--- config.mk ---
export PLATFORM = sky130hd
export DESIGN_NAME = apb_test_regfile_flat
export DESIGN_NICKNAME = d
export VERILOG_FILES = /design/src/rtl/apb_test_regfile_if.sv /design/src/rtl/apb_test_regfile.sv /design/src/flat_wrapper.sv
export SDC_FILE = /design/constraint.sdc
export NUM_CORES = 1
export LEC_CHECK = 0
export BUFFER_PORTS_ARGS = -buffer_cell sky130_fd_sc_hd__clkbuf_2
export CORE_AREA = 2 2 248 250
export CTS_CLUSTER_SIZE = 20
export DETAILED_ROUTE_END_ITERATION = 6
export DIE_AREA = 0 0 250 252
export HOLD_SLACK_MARGIN = 0.06
export PLACE_DENSITY = 0.71
export SLEW_MARGIN = 30
export SYNTH_ARGS = -nofsm -noshare
export SYNTH_HDL_FRONTEND = slang
export SYNTH_SLANG_ARGS = --single-unit
--- constraint.sdc ---
create_clock -name pclk -period 5.3 [get_ports pclk]
set_input_delay 0.795 -clock pclk [delete_from_list [all_inputs] [get_ports pclk]]
set_output_delay 0.795 -clock pclk [all_outputs]
set_load 0.03 [all_outputs]
--- src/rtl/apb_test_regfile_if.sv ---
// APB bus bundle between a requester and the apb_test_regfile completer.
interface apb_test_regfile_if;
    logic        psel;
    logic        penable;
    logic        pwrite;
    logic [31:0] paddr;
    logic [31:0] pwdata;
    logic [3:0]  pstrb;
    logic [2:0]  pprot;
    logic        pready;
    logic [31:0] prdata;
    logic        pslverr;

    modport master (
        output psel, penable, pwrite, paddr, pwdata, pstrb, pprot,
        input  pready, prdata, pslverr
    );

    modport slave (
        input  psel, penable, pwrite, paddr, pwdata, pstrb, pprot,
        output pready, prdata, pslverr
    );
endinterface

--- src/rtl/apb_test_regfile.sv ---
// APB completer register bank with configurable wait states, byte strobes,
// error responses, a read-only ID word at index 0 and observable state.
module apb_test_regfile #(
    parameter int unsigned NUM_REGS    = 16,
    parameter int unsigned WAIT_STATES = 0,
    parameter logic [31:0] ID_VALUE    = 32'h5CCB_0001
) (
    input  logic                    pclk,
    input  logic                    preset_n,
    apb_test_regfile_if.slave       apb,
    output logic [32*NUM_REGS-1:0]  regs_out,
    output logic [15:0]             wr_count,
    output logic                    err_pulse
);

    localparam int unsigned IDX_W   = (NUM_REGS > 1) ? $clog2(NUM_REGS) : 1;
    localparam int unsigned WCNT_W  = 4;
    localparam int unsigned CNT_W   = 16;
    localparam int unsigned LANES   = 4;

    logic [31:0]       regs_q [NUM_REGS];
    logic [WCNT_W-1:0] wait_cnt;
    logic              acc;
    logic              pready_int;
    logic              err;
    logic              wr_en;
    logic [29:0]       idx_full;
    logic [IDX_W-1:0]  idx;
    logic [31:0]       rd_word;
    logic              unused_pprot;

    assign unused_pprot = ^apb.pprot;

    // Access detect, wait-state completion and address decode
    assign acc        = apb.psel && apb.penable;
    assign pready_int = acc && (wait_cnt == WCNT_W'(WAIT_STATES));
    assign idx_full   = apb.paddr[31:2];
    assign idx        = idx_full[IDX_W-1:0];
    assign err        = (apb.paddr[1:0] != 2'b00)
                     || (idx_full >= 30'(NUM_REGS))
                     || (apb.pwrite && (idx_full == 30'd0));
    assign wr_en      = pready_int && apb.pwrite && !err;
    assign rd_word    = (idx == IDX_W'(0)) ? ID_VALUE : regs_q[idx];

    // Bus responses are held low for the whole time reset is asserted
    assign apb.pready  = preset_n && pready_int;
    assign apb.pslverr = preset_n && pready_int && err;
    assign apb.prdata  = (preset_n && pready_int && !apb.pwrite && !err) ? rd_word : 32'd0;

    // Wait counter restarts whenever the access ends or completes
    always_ff @(posedge pclk or negedge preset_n) begin
        if (!preset_n) begin
            wait_cnt <= '0;
        end else if (!acc || pready_int) begin
            wait_cnt <= '0;
        end else begin
            wait_cnt <= wait_cnt + WCNT_W'(1);
        end
    end

    // Byte-lane write into the addressed register
    always_ff @(posedge pclk or negedge preset_n) begin
        if (!preset_n) begin
            for (int r = 0; r < int'(NUM_REGS); r++) begin
                regs_q[r] <= '0;
            end
        end else if (wr_en) begin
            for (int b = 0; b < int'(LANES); b++) begin
                if (apb.pstrb[b]) begin
                    regs_q[idx][8*b +: 8] <= apb.pwdata[8*b +: 8];
                end
            end
        end
    end

    // Saturating commit counter and registered error pulse
    always_ff @(posedge pclk or negedge preset_n) begin
        if (!preset_n) begin
            wr_count  <= '0;
            err_pulse <= 1'b0;
        end else begin
            err_pulse <= pready_int && err;
            if (wr_en && (wr_count != {CNT_W{1'b1}})) begin
                wr_count <= wr_count + CNT_W'(1);
            end
        end
    end

    for (genvar r = 0; r < int'(NUM_REGS); r++) begin : g_regs_out
        if (r == 0) begin : g_id
            assign regs_out[32*r +: 32] = ID_VALUE;
        end else begin : g_reg
            assign regs_out[32*r +: 32] = regs_q[r];
        end
    end

endmodule

--- src/flat_wrapper.sv ---
// flat-port wrapper written by rule: the top's interface ports become plain ports
module apb_test_regfile_flat 
#(
    parameter int unsigned NUM_REGS    = 16,
    parameter int unsigned WAIT_STATES = 0,
    parameter logic [31:0] ID_VALUE    = 32'h5CCB_0001
)
  (pclk, preset_n, regs_out, wr_count, err_pulse, apb_psel, apb_penable, apb_pwrite, apb_paddr, apb_pwdata, apb_pstrb, apb_pprot, apb_pready, apb_prdata, apb_pslverr);
  apb_test_regfile_if apb_i ();
  input  logic pclk;
  input  logic preset_n;
  output logic [32*NUM_REGS-1:0] regs_out;
  output logic [15:0] wr_count;
  output logic err_pulse;
  input wire logic [$bits(apb_i.psel)-1:0] apb_psel;
  input wire logic [$bits(apb_i.penable)-1:0] apb_penable;
  input wire logic [$bits(apb_i.pwrite)-1:0] apb_pwrite;
  input wire logic [$bits(apb_i.paddr)-1:0] apb_paddr;
  input wire logic [$bits(apb_i.pwdata)-1:0] apb_pwdata;
  input wire logic [$bits(apb_i.pstrb)-1:0] apb_pstrb;
  input wire logic [$bits(apb_i.pprot)-1:0] apb_pprot;
  output wire logic [$bits(apb_i.pready)-1:0] apb_pready;
  output wire logic [$bits(apb_i.prdata)-1:0] apb_prdata;
  output wire logic [$bits(apb_i.pslverr)-1:0] apb_pslverr;
  assign apb_i.psel = apb_psel;
  assign apb_i.penable = apb_penable;
  assign apb_i.pwrite = apb_pwrite;
  assign apb_i.paddr = apb_paddr;
  assign apb_i.pwdata = apb_pwdata;
  assign apb_i.pstrb = apb_pstrb;
  assign apb_i.pprot = apb_pprot;
  assign apb_pready = apb_i.pready;
  assign apb_prdata = apb_i.prdata;
  assign apb_pslverr = apb_i.pslverr;
  apb_test_regfile #(.NUM_REGS(NUM_REGS), .WAIT_STATES(WAIT_STATES), .ID_VALUE(ID_VALUE)) u_core (.pclk(pclk), .preset_n(preset_n), .apb(apb_i), .regs_out(regs_out), .wr_count(wr_count), .err_pulse(err_pulse));
endmodule
# Word level (Yosys, flattened, before mapping)
# Index checks and enable logic that the tools add are counted.
[word_totals] ff_bits=533 in_bits=76 output_inout_bits=563 wordCells=73
[op_classes] add_sub_neg=2 magnitude_cmp=3 n_eq_ne=1 mux=25 bitwise=1 reduce_logical=22
[op_table] operator="$mux 512" count=7
[op_table] operator="$bwmux 512" count=4
[op_table] operator="$demux 32 s4" count=4
[op_table] operator="$mux 32" count=5
[op_table] operator="$bmux 32 s4" count=1
[op_table] operator="$ge 30x5->1 const B" count=1
[op_table] operator="$logic_not 30->1" count=1
[op_table] operator="$mux 24" count=1
[op_table] operator="$add 16x1->16 const B" count=1
[op_table] operator="$mux 16" count=1
[op_table] operator="$ne 16x16->1 const B" count=1
[op_table] operator="$logic_and 1x1->1" count=12
[op_table] operator="$logic_not 4->1" count=2
[op_table] operator="$mux 8" count=1
[op_table] operator="$ge 5x5->1 const B" count=1
[op_table] operator="$lt 5x1->1 const B" count=1
[op_table] operator="$not 4->5" count=1
[op_table] operator="$add 4x1->4 const B" count=1
[op_table] operator="$mux 4" count=1
[op_table] operator="$logic_not 1->1" count=3
[op_table] operator="$logic_or 1x1->1" count=3
[op_table] operator="$reduce_bool 2->1" count=1

# Depth between registers and ports, before layout
# Gate-level depths: netlist of the first run.
[logic_depth] ltp_word=16 depth_mapped=10 depth_no_buf=7

# Worst setup path before layout of the first run
# No wires, ideal clock.
[synth_timing] path_kind="input port to output port" from="input apb_paddr[3]" to="output apb_prdata[16]" arrival_ns=2.859 required_ns=4.505 setup_slack_ns=1.646 cell_stages=7 path_buffers=4 path_cell_list="buf_2 -> buf_2 -> buf_2 -> buf_1 -> mux4_2 -> mux2i_1 -> a221oi_1"
[synth_via] elab_chain_cells=6 word_cells_on_any_way=14 classes_between="order compare: 1; mux: 5; bitwise: 1; reduce/logical: 7"
[synth_rtl] item="start, declared" line="flat_wrapper.sv:18" text="input wire logic [$bits(apb_i.paddr)-1:0] apb_paddr;"
[synth_rtl] item="$ge 30x5->1, or another cell as far along" line="apb_test_regfile.sv:40" text="|| (idx_full >= 30'(NUM_REGS))"
[synth_rtl] item="$logic_or 1x1->1, or another cell as far along" line="apb_test_regfile.sv:40"
[synth_rtl] item="$logic_or 1x1->1 or $mux 32 (tied branches)" line="apb_test_regfile.sv:41, apb_test_regfile.sv:43"
[synth_rtl] item="$logic_not 1->1 or $mux 32 (tied branches)" line="apb_test_regfile.sv:48, apb_test_regfile.sv:43"
[synth_rtl] item="$logic_and 1x1->1 or $mux 32 (tied branches)" line="apb_test_regfile.sv:48, apb_test_regfile.sv:43"
[synth_rtl] item="$mux 32 (*)" line="apb_test_regfile.sv:48" text="assign apb.prdata = (preset_n && pready_int && !apb.pwrite && !err) ? rd_word : 32'd0;"
[synth_rtl] item="end, declared" line="flat_wrapper.sv:23" text="output wire logic [$bits(apb_i.prdata)-1:0] apb_prdata;"
# Every way passes the cells marked *; elsewhere a longest branch is shown, timed or not. The select of a mux whose other input is x is not followed.

# Worst setup path after layout of the first run
[layout_timing] from="input apb_paddr[7]" to="output apb_prdata[15]"
[layout_via] elab_chain_cells=6 word_cells_on_any_way=8 classes_between="order compare: 1; mux: 1; reduce/logical: 6"
[layout_rtl] item="$ge 30x5->1 or $logic_not 30->1 (tied branches)" line="apb_test_regfile.sv:40, apb_test_regfile.sv:41"
[layout_rtl] item="$logic_or 1x1->1 or $logic_and 1x1->1 (tied branches)" line="apb_test_regfile.sv:40, apb_test_regfile.sv:41"
[layout_rtl] item="$logic_or 1x1->1 (*)" line="apb_test_regfile.sv:41" text="|| (apb.pwrite && (idx_full == 30'd0));"
[layout_rtl] item="$logic_not 1->1 (*)" line="apb_test_regfile.sv:48"
[layout_rtl] item="$logic_and 1x1->1 (*)" line="apb_test_regfile.sv:48"
[layout_rtl] item="$mux 32 (*)" line="apb_test_regfile.sv:48"
# Every way passes the cells marked *; elsewhere a longest branch is shown, timed or not.

==> results of run 1 <==
==> metal layers <==
| layer | up-vias | part of all wire | track usage |
|---|---|---|---|
| met5 | - | 0.00031 | 0 |
| met4 | 4 | 0.029 | 0.08144 |
| met3 | 140 | 0.070 | 0.06149 |
| met2 | 720 | 0.49 | 0.4207 |
| met1 | 8711 | 0.41 | 0.3321 |
| li1 | 6841 | - | - |
==> metrics by stage <==
| stage | area (um2) | hold slack [ps] | total power, W |
|---|---|---|---|
| 3_3_place_gp | 27880 | 360.9 | 0.004442 |
| 3_5_place_dp | 27890 | 363.2 | 0.004449 |
| 4_1_cts | 29760 | 116.4 | 0.008403 |
| 2_1_floorplan | 28020 | 424.6 | 0.004283 |
| 5_1_grt | 29820 | 151.3 | 0.008592 |
| 6_report | 29820 | 132.5 | 0.008331 |
==> flip-flops by register name, indices dropped and copies added, names as in the netlist <==
name / cells
u_core.regs_out: 480
u_core.regs_q: 23
u_core.err_pulse: 1
u_core.wait_cnt: 4
u_core.wr_count: 16
==> worst paths after layout <==
check | startpoint | endpoint
worst min-delay path | preset_n | u_core.regs_out[432]$_DFFE_PN0P_
worst max-delay path | apb_paddr[7] | apb_prdata[15]
min in group pclk | u_core.regs_q[486]$_DFFE_PN0P_ | u_core.regs_q[486]$_DFFE_PN0P_
worst min register to register | u_core.regs_q[486]$_DFFE_PN0P_ | u_core.regs_q[486]$_DFFE_PN0P_
worst max register to register | u_core.wait_cnt[0]$_DFF_PN0_ | u_core.regs_out[499]$_DFFE_PN0P_
max in group asynchronous | preset_n | u_core.regs_out[166]$_DFFE_PN0P_
==> power breakdown <==
| group | switching (W) | internal [W] | total (W) |
|---|---|---|---|
| combinational | 0.000282 | 0.0000912 | 0.000373 |
| clock | 0.00168 | 0.00228 | 0.00396 |
| sequential | 0.0000000840 | 0.00400 | 0.00400 |
==> synthesized netlist by cell type, types with 2 or more instances <==
master,number
a21oi_1,10
nand3_1,26
buf_4,517
mux2_2,458
nand2_1,9
nor2_1,23
buf_6,3
nor3_2,2
buf_1,10
nor4_1,9
inv_1,7
conb_1,2
nor2b_1,28
buf_2,16
mux2_1,24
and2_1,3
a211oi_1,4
dfrtp_1,524
nand2b_1,5
nand3_4,11
mux4_2,146
nand3_2,27
ha_1,3
and4_1,2
nand4_1,13
mux2i_1,16
clkbuf_1,80
xnor2_1,15
nor3_1,7
a221oi_1,5
and3_1,3
nor3b_1,2
==> cells in the final DEF, fill, tap and decap left out, types with 5 or more instances in the layout <==
master / n
nand4_1: 13
nand3_2: 27
buf_12: 5
a221oi_1: 5
nand3_1: 26
nand2b_1: 5
nand3_4: 11
a21oi_1: 10
mux2_1: 24
mux2i_1: 16
nor2_1: 23
inv_1: 7
mux4_2: 146
clkinvlp_4: 5
nand2_1: 9
clkbuf_8: 16
xnor2_1: 15
nor2b_1: 28
buf_4: 9
clkbuf_16: 58
nor3_1: 6
mux2_2: 458
conb_1: 32
dfrtp_1: 524
clkbuf_2: 598
clkinv_2: 14
clkbuf_1: 8
nor4_1: 9
==> final cells by class <==
| class | instances | area (um2) |
|---|---|---|
| diodes | 1 | 2.502 |
| clock buffers | 82 | 1702 |
| clock inverters | 23 | 171.4 |
| fillers | 5154 | 30310 |
| inverters | 7 | 26.28 |
| multi-input cells | 892 | 10560 |
| flip-flops and latches | 524 | 13110 |
| well taps | 782 | 978.4 |
| repair buffers | 618 | 3268 |
==> cells by family (layout without fill, tap and decap cells) <==
| kind of cell | count (synthesis) | after routing | share of synthesized area |
|---|---|---|---|
| buffers and inverters | 633 | 730 | 0.1562 |
| xor gates and xnor gates | 15 | 15 | 0.004708 |
| adders and majority gates | 3 | 3 | 0.001345 |
| muxes | 644 | 644 | 0.3181 |
| and+or+nand+nor | 177 | 177 | 0.04452 |
| other | 2 | 33 | 0.0002691 |
| DFF | 524 | 524 | 0.4699 |
| AOI/OAI and AO/OA | 21 | 21 | 0.005022 |
==> summary.md, run 1 <==
| Metric | Value |
|---|---|
| Hold buffer count at cts | 0 |
| Leakage | 15.51 nW |
| Place WS | 645.3 ps |
| Reg2reg setup slack | 1840 ps |
| Relative slew slack | 0.3117 |
| Sink Count | 524 |
| I/O pins | 639 |
| Post-Syn Instances | 2019 |
| Die Wd | 250 um |
| Setup Skew | 26.21 ps |
| Post-CTS setup buffers | 0 |
| Post-layout nets | 2179 |
| TritonCTS buffer count | 57 |
| Non-filler cells, final | 2929 |
| WP buf/inv | 3 |
| DIE AREA | 63000 um2 |
| CP top delay family | simple AND/OR/NAND/NOR gates |
| # DRC | 0 |
| Hold crit path type | input pin to async pin |
| Setup WS post-layout | 606.5 ps |
| H-tree Lvls | 2 |
| Clock Latency Late Sink | 600 ps |
| Synth-to-Final Area Change | 6.864% |
| Antenna violations before repair | 2 |
| GRT Residual Overflow | 0 |
| Final HPWL DP | 54.64 mm |
| Maximum fanout along the worst path | 22 |
| Post-CTS Resized | 0 |
| Gpl congestion | 0.8569 |
| Largest net degree at the start of global routing | 171 |
| FFs w/ async S/R, synth | 1.000 |
| Core Area | 60130 um2 |
| Syn Area/Cell | 13.82 um2 |
| First-pass GRT wire length | 118.2 mm |
| Area leader, netlist | dfrtp_1 |
| Synth warnings | 0 |
| DRT antenna net count | 0 |
| DR vias | 16416 |
| Cells after DPL | 2821 |
| Finished Core Util | 0.4959 |
| CP startpoint kind | input pin |
| Fin. Hold Viols | 0 |
| Area contributors post-synth | dfrtp_1 47%, mux2_2 18%, buf_4 14% |
| MaxCap Viol Count | 0 |
| PortBufs | 603 |
| Starting density of the core | 0.4641 |
| Gr usage total | 0.2545 |
| Max VDD drop | 0.0002028 V |
| Clock transition at path regs | 60 ps |
| Final wirelength | 81.78 mm |
| Bufs on Longest Clock Path | 3 |
| CTS tree | yes |
| Fin Setup TNS | 0 ps |
| CTS root buffer | clkbuf_16 |
| Max Transition Viols Final | 0 |
| Crit Path Category | input pin to output pin |
| DR iter-0 viols | 1017 |
| Crit-path cells | clkbuf_2 > nor4_1 > nand4_1 > or4b_1 > buf_4 > or2_2 > nor2b_1 > clkbuf_2 |
| Reg2reg path depth | 8 |
| Fmax achieved | 0.2131 GHz |
| Fraction of layout cells with a size suffix above 1 | 0.6347 |
| Placement row count | 90 |
| Sequential-to-total area share from yosys stat | 0.4699 |
| Critical path depth | 8 |
| Critical Path AT | 3900 ps |
| Drt wl/cell | 27.92 um |
| Tmin final | 4694 ps |
| Number of global-route vias before repair | 16985 |
| Post-synth top area share | 0.4699 |
| Top FF cell, synth | dfrtp_1 |
| Post-synth EDFFs | 0 |
| TritonRoute pass-1 iters | 5 |
| RSZ-0062 raised after global routing | no |
| Slowest stage delay, CP | 690 ps |
| Vias per cell | 5.605 |
| Synthesized cell area | 27910 um2 |
| Synth cell types | 41 |
| Final setup violation count | 0 |
| Height of the die | 252 um |
| Critical Path Sink Type | output pin |
| Period utilization | 0.8856 |
| Critical path's slowest cell | or2_2 |
| PD cells | 279.3 nW/um2 |
| Register bit total from synthesis | 524 |
| WP data required | 4510 ps |
| Status | complete, no violations |
| Worst-margin pin slew | 1032 ps |
| Most Frequent Cell on Critical Path | clkbuf_2 |
Power figures use the tool's default switching activity.
==> run 2, diff against run 1 <==
--- a/config.mk
+++ b/config.mk
@@ -12,7 +12,9 @@
 export DIE_AREA = 0 0 250 252
 export HOLD_SLACK_MARGIN = 0.06
 export PLACE_DENSITY = 0.71
+export SETUP_SLACK_MARGIN = 0.05
 export SLEW_MARGIN = 30
 export SYNTH_ARGS = -nofsm -noshare
 export SYNTH_HDL_FRONTEND = slang
 export SYNTH_SLANG_ARGS = --single-unit
+export TNS_END_PERCENT = 100
==> constraint.sdc (replaced) <==
create_clock -name pclk -period 5.3 [get_ports pclk]
set_input_delay 1.59 -clock pclk [delete_from_list [all_inputs] [get_ports pclk]]
set_output_delay 1.59 -clock pclk [all_outputs]
set_load 0.03 [all_outputs]
==> summary.md, run 2 (synthesized netlist as in run 1, its figures left out) <==
| Metric | Value |
|---|---|
| PortBufs | 603 (unchanged) |
| First-pass GRT wire length | 118.0 mm (-0.22%) |
| DR vias | 16713 (+1.8%) |
| Starting density of the core | 0.4641 (unchanged) |
| Largest register FFs | 480 (unchanged) |
| GRT Residual Overflow | 0 (unchanged) |
| Max VDD drop | 0.0002529 V (+25%) |
| CTS tree | yes |
| CP startpoint kind | input pin |
| Worst-margin pin slew | 907.7 ps (-124.8 ps) |
| Synth-to-Final Area Change | 9.447% |
| Fmax achieved | 0.1889 GHz (-11%) |
| Hold crit path type | flop to flop |
| RSZ-0062 raised after global routing | yes |
| Final wirelength | 81.42 mm (-0.44%) |
| Critical Path Sink Type | output pin |
| Number of global-route vias before repair | 17540 (+3.3%) |
| Final setup violation count | 0 (unchanged) |
| Setup Skew | 37.07 ps (+10.86 ps) |
| MaxCap Viol Count | 0 (unchanged) |
| DRT antenna net count | 0 (unchanged) |
| PD cells | 276.5 nW/um2 (-1.0%) |
| Largest net degree at the start of global routing | 78 (-54%) |
| Final Power | 0.008447 W (+1.4%) |
| Final std cell area, no fill | 30540 um2 (+2.4%) |
| Height of the die | 252 um (unchanged) |
| Clock transition at path regs | 60 ps (about the same) |
| Post-layout nets | 2227 (+2.2%) |
| Fin Setup TNS | 0 ps (unchanged) |
| DIE AREA | 63000 um2 (unchanged) |
| Final HPWL DP | 56.25 mm (+2.9%) |
| Fraction of layout cells with a size suffix above 1 | 0.6524 (+0.01768) |
| Drt wl/cell | 27.40 um (-1.9%) |
| WP data required | 3710 ps (-800 ps) |
| # DRC | 0 (unchanged) |
| Most frequent cells in the layout | 571 x clkbuf_2, 524 x dfrtp_1, 458 x mux2_2 |
| Fin. Hold Viols | 0 (unchanged) |
| Sink Count | 524 (unchanged) |
| Area post-placement | 28380 um2 (+1.8%) |
| CTS root buffer | clkbuf_16 |
| Critical Path AT | 3700 ps (-200 ps) |
| Antenna violations before repair | 2 (unchanged) |
| Leakage | 15.81 nW (+2.0%) |
| Status | complete, no violations |
| Core Area | 60130 um2 (unchanged) |
| Relative slew slack | 0.3927 (+0.08093) |
| Bufs on Longest Clock Path | 3 (unchanged) |
| Clock Latency Late Sink | 610 ps (about the same) |
| Post-CTS setup buffers | 0 (unchanged) |
| Max Transition Viols Final | 0 (unchanged) |
| Commonest non-fill, non-tap cell in the layout | clkbuf_2 |
| Placement row count | 90 (unchanged) |
| Reg2reg setup slack | 2110 ps (+270 ps) |
| Die Wd | 250 um (unchanged) |
| Period utilization | 0.9989 (+0.1133) |
| Gpl congestion | 0.8666 (+1.1%) |
| Vias per cell | 5.623 (+0.34%) |
| TritonRoute pass-1 iters | 5 (unchanged) |
| Crit Path Category | input pin to output pin |
| TritonCTS buffer count | 56 (-1.8%) |
| H-tree Lvls | 2 (unchanged) |
| I/O pins | 639 (unchanged) |
| DR iter-0 viols | 940 (-7.6%) |
| Gr usage total | 0.2534 (-0.001091) |
| Tmin final | 5294 ps (+600.4 ps) |
| Maximum fanout along the worst path | 13 (-41%) |
-- run 2: cell count changes in the layout (fill, tap and decap cells not counted), moves of 3 or more --
cell | previous run | this run
clkbuf_2 | 598 | 571
nor2b_4 | 0 | 7
a221oi_1 | 5 | 2
clkbuf_8 | 16 | 10
nor4_1 | 9 | 6
a221oi_2 | 0 | 3
inv_6 | 2 | 5
nor2b_1 | 28 | 14
buf_4 | 9 | 62
bufinv_16 | 1 | 6
clkinv_2 | 14 | 10
buf_6 | 2 | 17
buf_12 | 5 | 14
nor2b_2 | 0 | 7
-- run 2: per-layer routing --
layer,GRT usage,routed length (um)
met1,0.3210,32030
met2,0.4217,40190
met3,0.06242,6104
met4,0.09735,3070
met5,0,17
-- run 2: repair_timing --
| item | in CTS | in global routing |
|---|---|---|
| setup endpoints to repair | 32 | 27 |
| pin swaps | 3 | 1 |
| gates resized for setup | 29 | 75 |
| hold buffers | 0 | 0 |
-- run 2: through the flow --
stage	instances	utilization	worst slack [ps]	hold WS, ps
after detailed placement	2872	0.4720	-415.8	363.2
after floorplan	2049	-	55.80	424.6
final	2972	0.5079	6.039	372.0
after CTS	2971	0.5053	27.16	376.6
after global routing	2971	0.5079	-48.63	380.6
after global placement	2871	0.4717	-450.7	360.4
-- run 2: worst max-delay path, cell delays in order --
cell	delay (ps)
clkbuf_2	100
nor4_4	400
buf_4	180
nand4_1	120
or4b_4	520
or2_4	270
buf_12	160
nor2b_2	170
buf_6	150
-- run 2: worst paths after layout --
check | end | cells after the start | from
worst min-delay path | u_core.regs_q[505]$_DFFE_PN0P_ | 0 | u_core.regs_q[505]$_DFFE_PN0P_
worst min register to register | u_core.regs_q[505]$_DFFE_PN0P_ | 0 | u_core.regs_q[505]$_DFFE_PN0P_
min in group asynchronous | u_core.regs_out[86]$_DFFE_PN0P_ | 2 | preset_n
worst max register to register | u_core.regs_out[79]$_DFFE_PN0P_ | 8 | u_core.wait_cnt[0]$_DFF_PN0_
max in group asynchronous | u_core.regs_out[197]$_DFFE_PN0P_ | 5 | preset_n
worst max-delay path | apb_prdata[2] | 9 | apb_paddr[8]
-- run 2: final cells by class --
type                            instances  area (um2)
Fill cell                            5095       29590
Multi-Input combinational cell        892       10680
Clock buffer                           73        1587
Clock inverter                         26       312.8
Sequential cell                       524       13110
Antenna cell                            1       2.502
Timing Repair Buffer                  667        3840
Inverter                                7       26.28
Tap cell                              782       978.4
-- run 2: power breakdown --
| part | leakage, nW | internal, W | switching [W] |
|---|---|---|---|
| combinational | 7.55 | 0.000108 | 0.000286 |
| clock | 0.933 | 0.00240 | 0.00165 |
| sequential | 7.32 | 0.00400 | 0.000000151 |
| total | 15.8 | 0.00651 | 0.00194 |
==> run 3, diff against run 2 <==
--- a/config.mk
+++ b/config.mk
@@ -5,13 +5,14 @@
 export SDC_FILE = /design/constraint.sdc
 export NUM_CORES = 1
 export LEC_CHECK = 0
-export BUFFER_PORTS_ARGS = -buffer_cell sky130_fd_sc_hd__clkbuf_2
-export CORE_AREA = 2 2 248 250
+export ABC_AREA = 0
+export CORE_AREA = 2 2 251 253
 export CTS_CLUSTER_SIZE = 20
 export DETAILED_ROUTE_END_ITERATION = 6
-export DIE_AREA = 0 0 250 252
+export DIE_AREA = 0 0 253 255
+export DONT_BUFFER_PORTS = 1
 export HOLD_SLACK_MARGIN = 0.06
-export PLACE_DENSITY = 0.71
+export PLACE_DENSITY = 0.61
 export SETUP_SLACK_MARGIN = 0.05
 export SLEW_MARGIN = 30
 export SYNTH_ARGS = -nofsm -noshare
==> summary.md, run 3 (synthesized netlist as in run 1, its figures left out) <==
| Metric | Value |
|---|---|
| Status | complete, but fails checks |
| Failing checks | slew limit |
| Hold Path Depth | 0 (unchanged) |
| Critical path's slowest cell | or4b_4 |
| CP top delay family | simple AND/OR/NAND/NOR gates |
| Bufs on Longest Clock Path | 3 (unchanged) |
| Final wirelength | 77.27 mm (-5.1%) |
| Final setup violation count | 0 (unchanged) |
| First-pass GRT wire length | 109.1 mm (-7.5%) |
| DRT antenna net count | 0 (unchanged) |
| Placement row count | 92 (+2.2%) |
| Max VDD drop | 0.0002811 V (+11%) |
| # DRC | 0 (unchanged) |
| Fmax achieved | 0.1906 GHz (+0.90%) |
| RSZ-0062 raised after global routing | yes |
| Post-CTS setup buffers | 0 (unchanged) |
| Vias per cell | 5.940 (+5.6%) |
| Crit Path Category | input pin to output pin |
| Slowest stage delay, CP | 510 ps (about the same) |
| Final Power | 0.008103 W (-4.1%) |
| WP buf/inv | 3 (-1) |
| I/O pins | 639 (unchanged) |
| Most frequent cells in the layout | 524 x dfrtp_1, 458 x mux2_2, 146 x mux4_2 |
| Critical Path Sink Type | output pin |
| Fraction of layout cells with a size suffix above 1 | 0.5113 (-0.1410) |
| TritonCTS buffer count | 56 (unchanged) |
| Gpl congestion | 0.7923 (-8.6%) |
| Reg2reg path depth | 8 (unchanged) |
| H-tree Lvls | 2 (unchanged) |
| Hold buffer count at cts | 0 (unchanged) |
| Fin Setup TNS | 0 ps (unchanged) |
| Tmin final | 5247 ps (-47.26 ps) |
| CTS root buffer | clkbuf_16 |
| Fin. Hold Viols | 0 (unchanged) |
| GRT Residual Overflow | 0 (unchanged) |
| Height of the die | 255 um (+1.2%) |
| Largest net degree at the start of global routing | 526 (+570%) |
| Commonest non-fill, non-tap cell in the layout | dfrtp_1 |
| Core Area | 62160 um2 (+3.4%) |
| Worst-margin pin slew | 1644 ps (+736.5 ps) |
| Starting density of the core | 0.4490 (-0.01513) |
| Hold crit path type | flop to flop |
| DR vias | 14227 (-15%) |
| Clock transition at path regs | 60 ps (about the same) |
| Post-layout nets | 1628 (-27%) |
| Sink Count | 524 (unchanged) |
| Gr usage total | 0.2341 (-0.01934) |
| PortBufs | 0 (-100%) |
| Die Wd | 253 um (+1.2%) |
| Synth-to-Final Area Change | -2.470% |
| MaxCap Viol Count | 0 (unchanged) |
| Critical Path AT | 3660 ps (-40 ps) |
| Largest register FFs | 480 (unchanged) |
| Period utilization | 0.9899 (-0.008916) |
| Final HPWL DP | 51.34 mm (-8.7%) |
| Crit-path cells | inv_1 > nor4_1 > or4b_4 > or2_4 > buf_12 > nor2b_1 > buf_4 |
| Antenna violations before repair | 4 (+2) |
| Max Transition Viols Final | 109 (+109) |
| Clock Latency Late Sink | 590 ps (-20 ps) |
| Leakage | 12.98 nW (-18%) |
| DIE AREA | 64520 um2 (+2.4%) |
| DR iter-0 viols | 819 (-13%) |
| WP data required | 3710 ps (about the same) |
| CP startpoint kind | input pin |
| Relative slew slack | -0.09608 (-0.4887) |
| CTS tree | yes |
| TritonRoute pass-1 iters | 5 (unchanged) |
| Maximum fanout along the worst path | 525 (+512) |
| Setup Skew | 14.49 ps (-22.58 ps) |
| Drt wl/cell | 32.26 um (+18%) |
| Critical path depth | 7 (-2) |
| PD cells | 297.7 nW/um2 (+7.7%) |
| Number of global-route vias before repair | 14786 (-16%) |
run 3: worst paths after layout:
kind                                           startpoint                          endpoint  slack (ps)
setup / recovery                                 preset_n                     apb_prdata[5]          50
hold / removal             u_core.regs_q[485]$_DFFE_PN0P_    u_core.regs_q[485]$_DFFE_PN0P_         370
setup reg to reg             u_core.wait_cnt[0]$_DFF_PN0_  u_core.regs_out[361]$_DFFE_PN0P_        2070
hold reg to reg            u_core.regs_q[485]$_DFFE_PN0P_    u_core.regs_q[485]$_DFFE_PN0P_         370
max in group asynchronous                        preset_n  u_core.regs_out[341]$_DFFE_PN0P_        3290
min in group asynchronous                        preset_n  u_core.regs_out[186]$_DFFE_PN0P_         710
run 3: final cells by class:
type,count,area [um2]
diodes,4,10.01
multi-input cells,892,10610
inverters,7,26.28
clock inverters,13,175.2
flip-flops and latches,524,13110
repair buffers,68,570.5
well taps,799,999.7
clock buffers,88,1713
fillers,5509,34940
run 3: worst reg2reg max path: cells and delay by family (launching register included):
kind / cells / cell delay, ps
flops: 1 / 410
buf+inv: 2 / 460
fa+ha+maj: 1 / 180
mux: 1 / 460
simple gates: 4 / 1590
run 3: per-stage QoR:
stage | instances | cell area, um2 | hold slack (ps) | utilization | worst slack, ps
4_1_cts | 2391 | 27130 | 376.3 | 0.4365 | 56.05
2_1_floorplan | 2049 | 28020 | 424.6 | - | 55.80
3_3_place_gp | 2290 | 25240 | 360.4 | 0.4061 | -23.99
5_1_grt | 2395 | 27220 | 382.6 | 0.4379 | 23.48
3_5_place_dp | 2290 | 25240 | 363.2 | 0.4061 | -5.431
6_report | 2395 | 27220 | 374.2 | 0.4379 | 53.30
run 3: timing repair:
| action | in CTS | in global routing |
|---|---|---|
| hold endpoints to repair | 0 | 0 |
| resized for setup | 1 | 20 |
| pin swaps | 0 | 1 |
| setup endpoints to repair | 22 | 25 |
run 3: power breakdown:
part | internal (W) | switching, W
Sequential | 0.00400 | 0.000000937
Combinational | 0.0000567 | 0.0000528
Clock | 0.00240 | 0.00159
Total | 0.00646 | 0.00165
run 3: metal layers:
metal,vias up,track usage,share of wire
li1,5733,-,-
met1,7727,0.2819,0.38
met2,642,0.3908,0.50
met3,125,0.08187,0.093
met4,0,0.08250,0.027
met5,-,0,0
